`config.mk`:
```
export PLATFORM = sky130hd
export DESIGN_NAME = pc_unit
export DESIGN_NICKNAME = d
export VERILOG_FILES = /design/src/rtl/pc_unit_pkg.sv /design/src/rtl/pc_ras.sv /design/src/rtl/pc_unit.sv
export SDC_FILE = /design/constraint.sdc
export NUM_CORES = 1
export LEC_CHECK = 0
export CORE_AREA = 3 3 116 118
export CTS_BUF_LIST = sky130_fd_sc_hd__clkbuf_8
export DETAILED_ROUTE_END_ITERATION = 10
export DIE_AREA = 0 0 119 121
export HOLD_SLACK_MARGIN = 0.05
export PLACE_DENSITY = 0.63
export SYNTH_ARGS = -nofsm -noshare
export SYNTH_HDL_FRONTEND = slang
export SYNTH_HIERARCHICAL = 1
export SYNTH_SLANG_ARGS = --single-unit
```
`constraint.sdc`:
```
create_clock -name clk -period 2.27 [get_ports clk]
set_input_delay 0.454 -clock clk [delete_from_list [all_inputs] [get_ports clk]]
set_output_delay 0.454 -clock clk [all_outputs]
set_load 0.05 [all_outputs]
```
`src/rtl/pc_unit_pkg.sv`:
```
// Shared types for the program-counter stage: FSM states, next-PC select codes
// and the sequential increment.
package pc_unit_pkg;

    typedef enum logic [1:0] {
        RUN  = 2'd0,
        PEND = 2'd1,
        HALT = 2'd2
    } pc_state_t;

    typedef enum logic [2:0] {
        SEL_EXC   = 3'd0,
        SEL_REDIR = 3'd1,
        SEL_PEND  = 3'd2,
        SEL_RAS   = 3'd3,
        SEL_SEQ   = 3'd4,
        SEL_HOLD  = 3'd5
    } pc_sel_t;

    localparam int PC_INC = 4;

endpackage

```
`src/rtl/pc_ras.sv`:
```
// Circular return-address stack. A push onto a full stack overwrites the oldest
// entry; push and pop together replace the top in place.
module pc_ras #(
    parameter int W     = 32,
    parameter int DEPTH = 4
) (
    input  logic         clk,
    input  logic         rst,
    input  logic         push,
    input  logic         pop,
    input  logic [W-1:0] din,
    output logic [W-1:0] top,
    output logic         empty
);
    localparam int PW = $clog2(DEPTH);
    localparam logic [PW:0] FULL = (PW+1)'(DEPTH);

    logic [W-1:0]  mem [DEPTH];
    logic [PW-1:0] ptr;
    logic [PW-1:0] ptr_top;
    logic [PW:0]   cnt;
    logic          do_pop;

    assign empty   = (cnt == '0);
    assign do_pop  = pop && !empty;
    assign ptr_top = ptr - PW'(1);
    assign top     = mem[ptr_top];

    always_ff @(posedge clk or negedge rst) begin
        if (!rst) begin
            ptr <= '0;
            cnt <= '0;
        end else if (push && !do_pop) begin
            ptr <= ptr + PW'(1);
            if (cnt != FULL) cnt <= cnt + (PW+1)'(1);
        end else if (do_pop && !push) begin
            ptr <= ptr_top;
            cnt <= cnt - (PW+1)'(1);
        end
    end

    // Contents need no reset: cnt=0 makes every entry unreachable.
    always_ff @(posedge clk) begin
        if (push) mem[do_pop ? ptr_top : ptr] <= din;
    end

endmodule

```
`src/rtl/pc_unit.sv`:
```
// Program-counter stage with prioritised next-PC select, held redirects, halt
// and IF/ID flush. Optional return-address stack under PC_UNIT_RAS_EN.
//
// state | meaning
// RUN   | normal fetch
// PEND  | redirect seen during a stall, held in pend_target
// HALT  | fetch stopped, left only by exception or redirect with pc_wr
module pc_unit
    import pc_unit_pkg::*;
#(
    parameter int              PC_W      = 32,
    parameter logic [PC_W-1:0] RESET_VEC = PC_W'(32'h0000_3000),
    parameter logic [PC_W-1:0] EXC_VEC   = PC_W'(32'h0000_4180),
    parameter int              RAS_DEPTH = 4
) (
    input  logic            clk,
    input  logic            rst,
    input  logic            pc_wr,
    input  logic            redir_valid,
    input  logic [PC_W-1:0] redir_target,
    input  logic            exc_valid,
    input  logic            halt_req,
    input  logic            call_push,
    input  logic            ret_pop,
    output logic [PC_W-1:0] pc,
    output logic [PC_W-1:0] pc_plus4,
    output logic            fetch_valid,
    output logic            flush,
    output logic            misalign,
    output logic            ras_empty
);
    pc_state_t       state, state_nxt;
    pc_sel_t         sel;
    logic [PC_W-1:0] pend_target, pend_nxt;
    logic [PC_W-1:0] tgt, pc_nxt, ras_top;
    logic            load, ras_push, ras_pop, ras_hit;

    assign pc_plus4    = pc + PC_W'(PC_INC);
    assign fetch_valid = (state != HALT);

`ifdef PC_UNIT_RAS_EN
    assign ras_hit = ret_pop && !ras_empty;

    pc_ras #(.W(PC_W), .DEPTH(RAS_DEPTH)) u_ras (
        .clk   (clk),
        .rst   (rst),
        .push  (ras_push),
        .pop   (ras_pop),
        .din   (pc_plus4),
        .top   (ras_top),
        .empty (ras_empty)
    );
`else
    localparam int unused_ras_depth = RAS_DEPTH;
    assign ras_hit   = 1'b0;
    assign ras_top   = '0;
    assign ras_empty = 1'b1;
    wire unused_ras = call_push ^ ret_pop ^ ras_push ^ ras_pop;
`endif

    always_comb begin
        sel       = SEL_HOLD;
        state_nxt = state;
        pend_nxt  = pend_target;
        ras_push  = 1'b0;
        ras_pop   = 1'b0;
        if (exc_valid) begin
            sel       = SEL_EXC;
            state_nxt = RUN;
        end else if (redir_valid && pc_wr) begin
            sel       = SEL_REDIR;
            state_nxt = RUN;
        end else if (state == HALT) begin
            sel = SEL_HOLD;
        end else if (redir_valid) begin
            pend_nxt  = redir_target;
            state_nxt = PEND;
        end else if (state == PEND) begin
            if (pc_wr) begin
                sel       = SEL_PEND;
                state_nxt = RUN;
            end
        end else if (pc_wr) begin
            // Only return/sequential cycles touch the stack.
            if (ras_hit) begin
                sel      = SEL_RAS;
                ras_pop  = 1'b1;
                ras_push = call_push;
            end else if (halt_req) begin
                state_nxt = HALT;
            end else begin
                sel      = SEL_SEQ;
                ras_push = call_push;
            end
        end
    end

    always_comb begin
        tgt = pc;
        case (sel)
            SEL_EXC:   tgt = EXC_VEC;
            SEL_REDIR: tgt = redir_target;
            SEL_PEND:  tgt = pend_target;
            SEL_RAS:   tgt = ras_top;
            SEL_SEQ:   tgt = pc_plus4;
            default:   tgt = pc;
        endcase
    end

    assign load   = (sel == SEL_EXC) || (sel == SEL_REDIR) || (sel == SEL_PEND) || (sel == SEL_RAS);
    assign pc_nxt = load ? {tgt[PC_W-1:2], 2'b00} : tgt;

    always_ff @(posedge clk or negedge rst) begin
        if (!rst) begin
            state       <= RUN;
            pc          <= RESET_VEC;
            pend_target <= '0;
            flush       <= 1'b0;
            misalign    <= 1'b0;
        end else begin
            state       <= state_nxt;
            pc          <= pc_nxt;
            pend_target <= pend_nxt;
            flush       <= load;
            misalign    <= load && (tgt[1:0] != 2'b00);
        end
    end

endmodule

```
==> impl.org <==
** Critical path
- The cell family contributing the most delay on the critical path is flip-flops.
- By startpoint and endpoint, the worst setup path is classified as reg -> out.
- R2r worst-path depth :: 8
- Logic depth of the worst setup path including buffers :: 8
- Element type at the critical path end :: primary output
- Counting both buffers and inverters, the worst setup path holds a total of 3.
- For this design, the slowest cell found on the critical path is dfstp_2.
- STA puts the critical path data required time at 1.82 ns.
- Setup crit end :: pc_plus4[30]
- In this run the worst path has a maximum fanout of 5.
- The worst register-to-register path begins at pc[13].
- For this run, the slowest stage of the critical path takes 0.59 ns.
- Reg2Reg Capture Point :: pc[20]
- Startpoint Class :: register
- Walking the worst path, the cells encountered are nand4_4, buf_4, buf_6, nor2_4, and2_4, nand2_4, xnor2_4, buf_12.
- Data on the critical path arrives at its endpoint at 2.14 ns.
- The worst register-to-register path has a setup slack of 0.30 ns.
- In this run the worst setup path begins at pc[13].

** Logic synthesis
- Mapped Area :: 0.00384 mm^2
- Area share of xor/xnor cells in the synthesized design :: 6.39%
- After synthesis, the mean cell area works out to 10.4 um^2.
- Synthesized instance count :: 368
- After synthesis the netlist holds a flip-flop and latch count of 68.
- Predominant post-synthesis flop cell :: dfrtp_1
- After synthesis, the cell types taking the most area are dfrtp_1 (43%), mux2_2 (5.6%), xnor2_1 (5.0%).
- For this run, the number of Yosys warnings is 6.
- For this run, the register share of the synthesized area comes to 44.4%.
- The number of nets handed over by synthesis was 409.
- The top cell type by area accounts for 43.0% of the synthesized area.
- Yosys mapped the design onto 51 distinct sky130hd cell types.
- Post-synth top area cell :: dfrtp_1
- Counting flops with a built-in enable in the synthesized netlist gives 0.
- Synthesized-area fraction occupied by ao, oa, aoi and oai cells :: 19.8%
- After Yosys synthesis, full adders, half adders and majority gates account for 0.326% of the synthesized area.
- Post-Synth Simple-Gate Area :: 15.2%
- Multiplexer cells account for 9.65% of the synthesized area.
- Share of flip-flops with an asynchronous set or reset :: 100%
- Dominant combinational cell family by area after synthesis :: compound AO/OA/AOI/OAI gates

** Floorplan
- 108 I/O pins were placed.
- Number of core rows :: 41
- Height of the die :: 121 um
- Die Area :: 0.0144 mm^2
- Initial cell density of the core :: 30.5%
- Measured along the x axis, the die boundary spans 119 um.
- The core region is 0.0126 mm^2.

** Timing
- The hold violation count in the final report came to 0.
- The worst pin sits at a relative slew slack of 64.6%.
- Setup violations remaining at the end of the flow were counted as 23.
- Across all setup checks in the final design, the least slack found is -0.328 ns.
- The max-slew violation count came to 0.
- Post-route clock skew :: 0.0102 ns
- Fraction of the cycle the final worst path needs :: 114%
- Highest clock frequency the design can meet :: 0.385 GHz
- Final hold analysis gives a worst-case slack of 0.0750 ns.
- RSZ-0062 raised after global routing :: yes
- For the pin with the worst max-slew slack, the measured transition is 0.530 ns.
- Subtracting the final worst setup slack from the clock period gives 2.60 ns.

** CTS
- TritonCTS sink count :: 68
- Clock insertion delay at the later pin of the skew report :: 0.35 ns
- TritonCTS built the clock tree.
- Buffers inserted to repair hold after CTS numbered 0.
- CTS built an H-tree with a depth of 3.
- The clock passes through at most 2 buffers.
- In this run the clock root is driven by a clkbuf_8.
- After clock tree synthesis, the clock-pin slew on the worst setup and hold paths is 0.07 ns.
- Buffers inserted during clock tree synthesis total 9.

** Global routing
- First-pass GRT wire length :: 21.3 mm
- Global-route usage over all layers :: 18.7%
- The initial antenna violation count is 0.
- Overall overflow remaining after global route :: 0
- Entering global routing, the biggest net connects 33 pins.
- Number of global-route vias before repair :: 4,079

** Power and ir drop
- For this design the ratio of total power to cell area is 558 mW/mm^2.
- Power Total :: 3.89 mW
- In this run the static leakage power is 3.06 nW.
- IR analysis of the VDD net gives a maximum drop of 0.322 mV.

** Final layout
- Leaving out fill and tap cells, the most frequent cells in the layout are buf_4 (79), clkdlybuf4s50_1 (60), dfrtp_1 (46).
- Of the cells placed in the final design, the portion with a size suffix greater than 1 is 45.5%.
- Diodes inserted :: 0
- Final non-filler cell total :: 721
- Cells fill 55.5% of the core in the end.
- From synthesis to final layout, the design area changed by 81.6%.
- Counting the fill cells in the layout gives 1,033.
- Leading cell type in the layout, fill and taps excluded :: buf_4
- Net count, final :: 585

** Placed design
- The congestion estimate from routability-driven global placement came to 0.819.
- Post-placement cell count :: 674
- During placement, the flow inserted port buffers numbering 104.
- After legalization and detailed placement, the total HPWL measured 9.02 mm.

** Route
- The final route contains 3,846 vias.
- The first detailed-routing pass took 6 iterations.
- In the routed design, unresolved DRC markers number 0.
- DRT iter0 DRCs :: 200
- Wires add up to 13.2 mm.
- Post-detailed-route via-to-cell ratio :: 5.33
- Dividing the detail-routed wire length by the instance count gives 18.3 um.
- The detail route stage leaves a number of antenna-violating nets equal to 0.

** Flow run
- Max-cap violations in this run came to 0.

** Status
- Failing checks :: negative setup slack
- Result of the run :: complete, but fails checks

** Hold path
- The tightest min-delay check is of the in -> async type.
[synthesized netlist by cell type (6+ instances only)]
cell and n:
a31oi_1 8, a222oi_1 11, inv_1 6, xnor2_1 22, a21oi_1 10, and2_1 6, nand2_1 26, xor2_1 6
mux2_2 19, o311ai_1 10, mux2_1 13, buf_2 11, clkbuf_1 16, a22oi_1 16, nand3_1 11, nor2_1 15
dfrtp_1 66, o21ai_0 18, nand4_1 11
[flip-flops by register name, indices dropped and copies added (netlist names)]
name and count:
misalign 1, flush 1, pc 32, state 2, pend_target 32
[kinds of logic (layout without fill, tap and decap cells)]
kind of cell / count (synthesis) / after routing
AO/OA/AOI/OAI: 101 / 101
AND/OR/NAND/NOR: 100 / 100
XOR/XNOR: 28 / 28
flip-flops: 68 / 68
other: 1 / 1
multiplexers: 33 / 33
adder cells (fa/ha/maj): 1 / 1
buffers and inverters: 36 / 217
[worst min path at each step]
stage	start	slack (ns)	end
after global routing	rst	0.09	pend_target[26]
final	rst	0.08	pend_target[26]
after CTS	rst	0.08	pend_target[26]
after detailed placement	rst	0.46	pend_target[26]
after floorplan	rst	0.16	flush
after global placement	rst	0.46	pend_target[26]
[metrics by stage]
step / setup TNS [ns] / instance area, um^2 / setup slack, ns
detailed placement: -0.0192 / 6140 / -0.0109
finish: -4.52 / 6970 / -0.328
CTS: -4.34 / 6770 / -0.306
global route: -6.80 / 6970 / -0.411
global placement: -0.00459 / 6140 / -0.00459
floorplan: -2.47 / 4260 / -0.246
[where the power goes]
part	internal, mW	leakage, nW	total, mW	switching (mW)
combinational	0.565	2.13	1.24	0.673
sequential	1.38	0.819	1.51	0.123
clock	0.649	0.116	1.15	0.499
total	2.60	3.06	3.89	1.29
[layer usage]
metal	vias to the layer above	global-route usage, %	part of all wire [%]
li1	1753	-	-
met1	1929	23.9	43
met2	145	31.4	50
met3	19	4.10	5.9
met4	0	5.87	2.0
met5	-	0	0
[final cells by class]
class | count | area [um^2] | share of cell area [%]
Clock buffer | 10 | 138 | 1.97
Clock inverter | 6 | 87.6 | 1.26
Inverter | 6 | 22.5 | 0.323
Multi-Input combinational cell | 264 | 2660 | 38.2
Sequential cell | 68 | 1730 | 24.8
Tap cell | 172 | 215 | 3.09
Timing Repair Buffer | 195 | 2120 | 30.4
[timing repair]
item,4_1_cts,5_1_grt
resized for setup,50,22
buffers inserted,21,11
pin swaps,30,24
setup endpoints to repair,25,27
(Power assumes the default switching activity.)
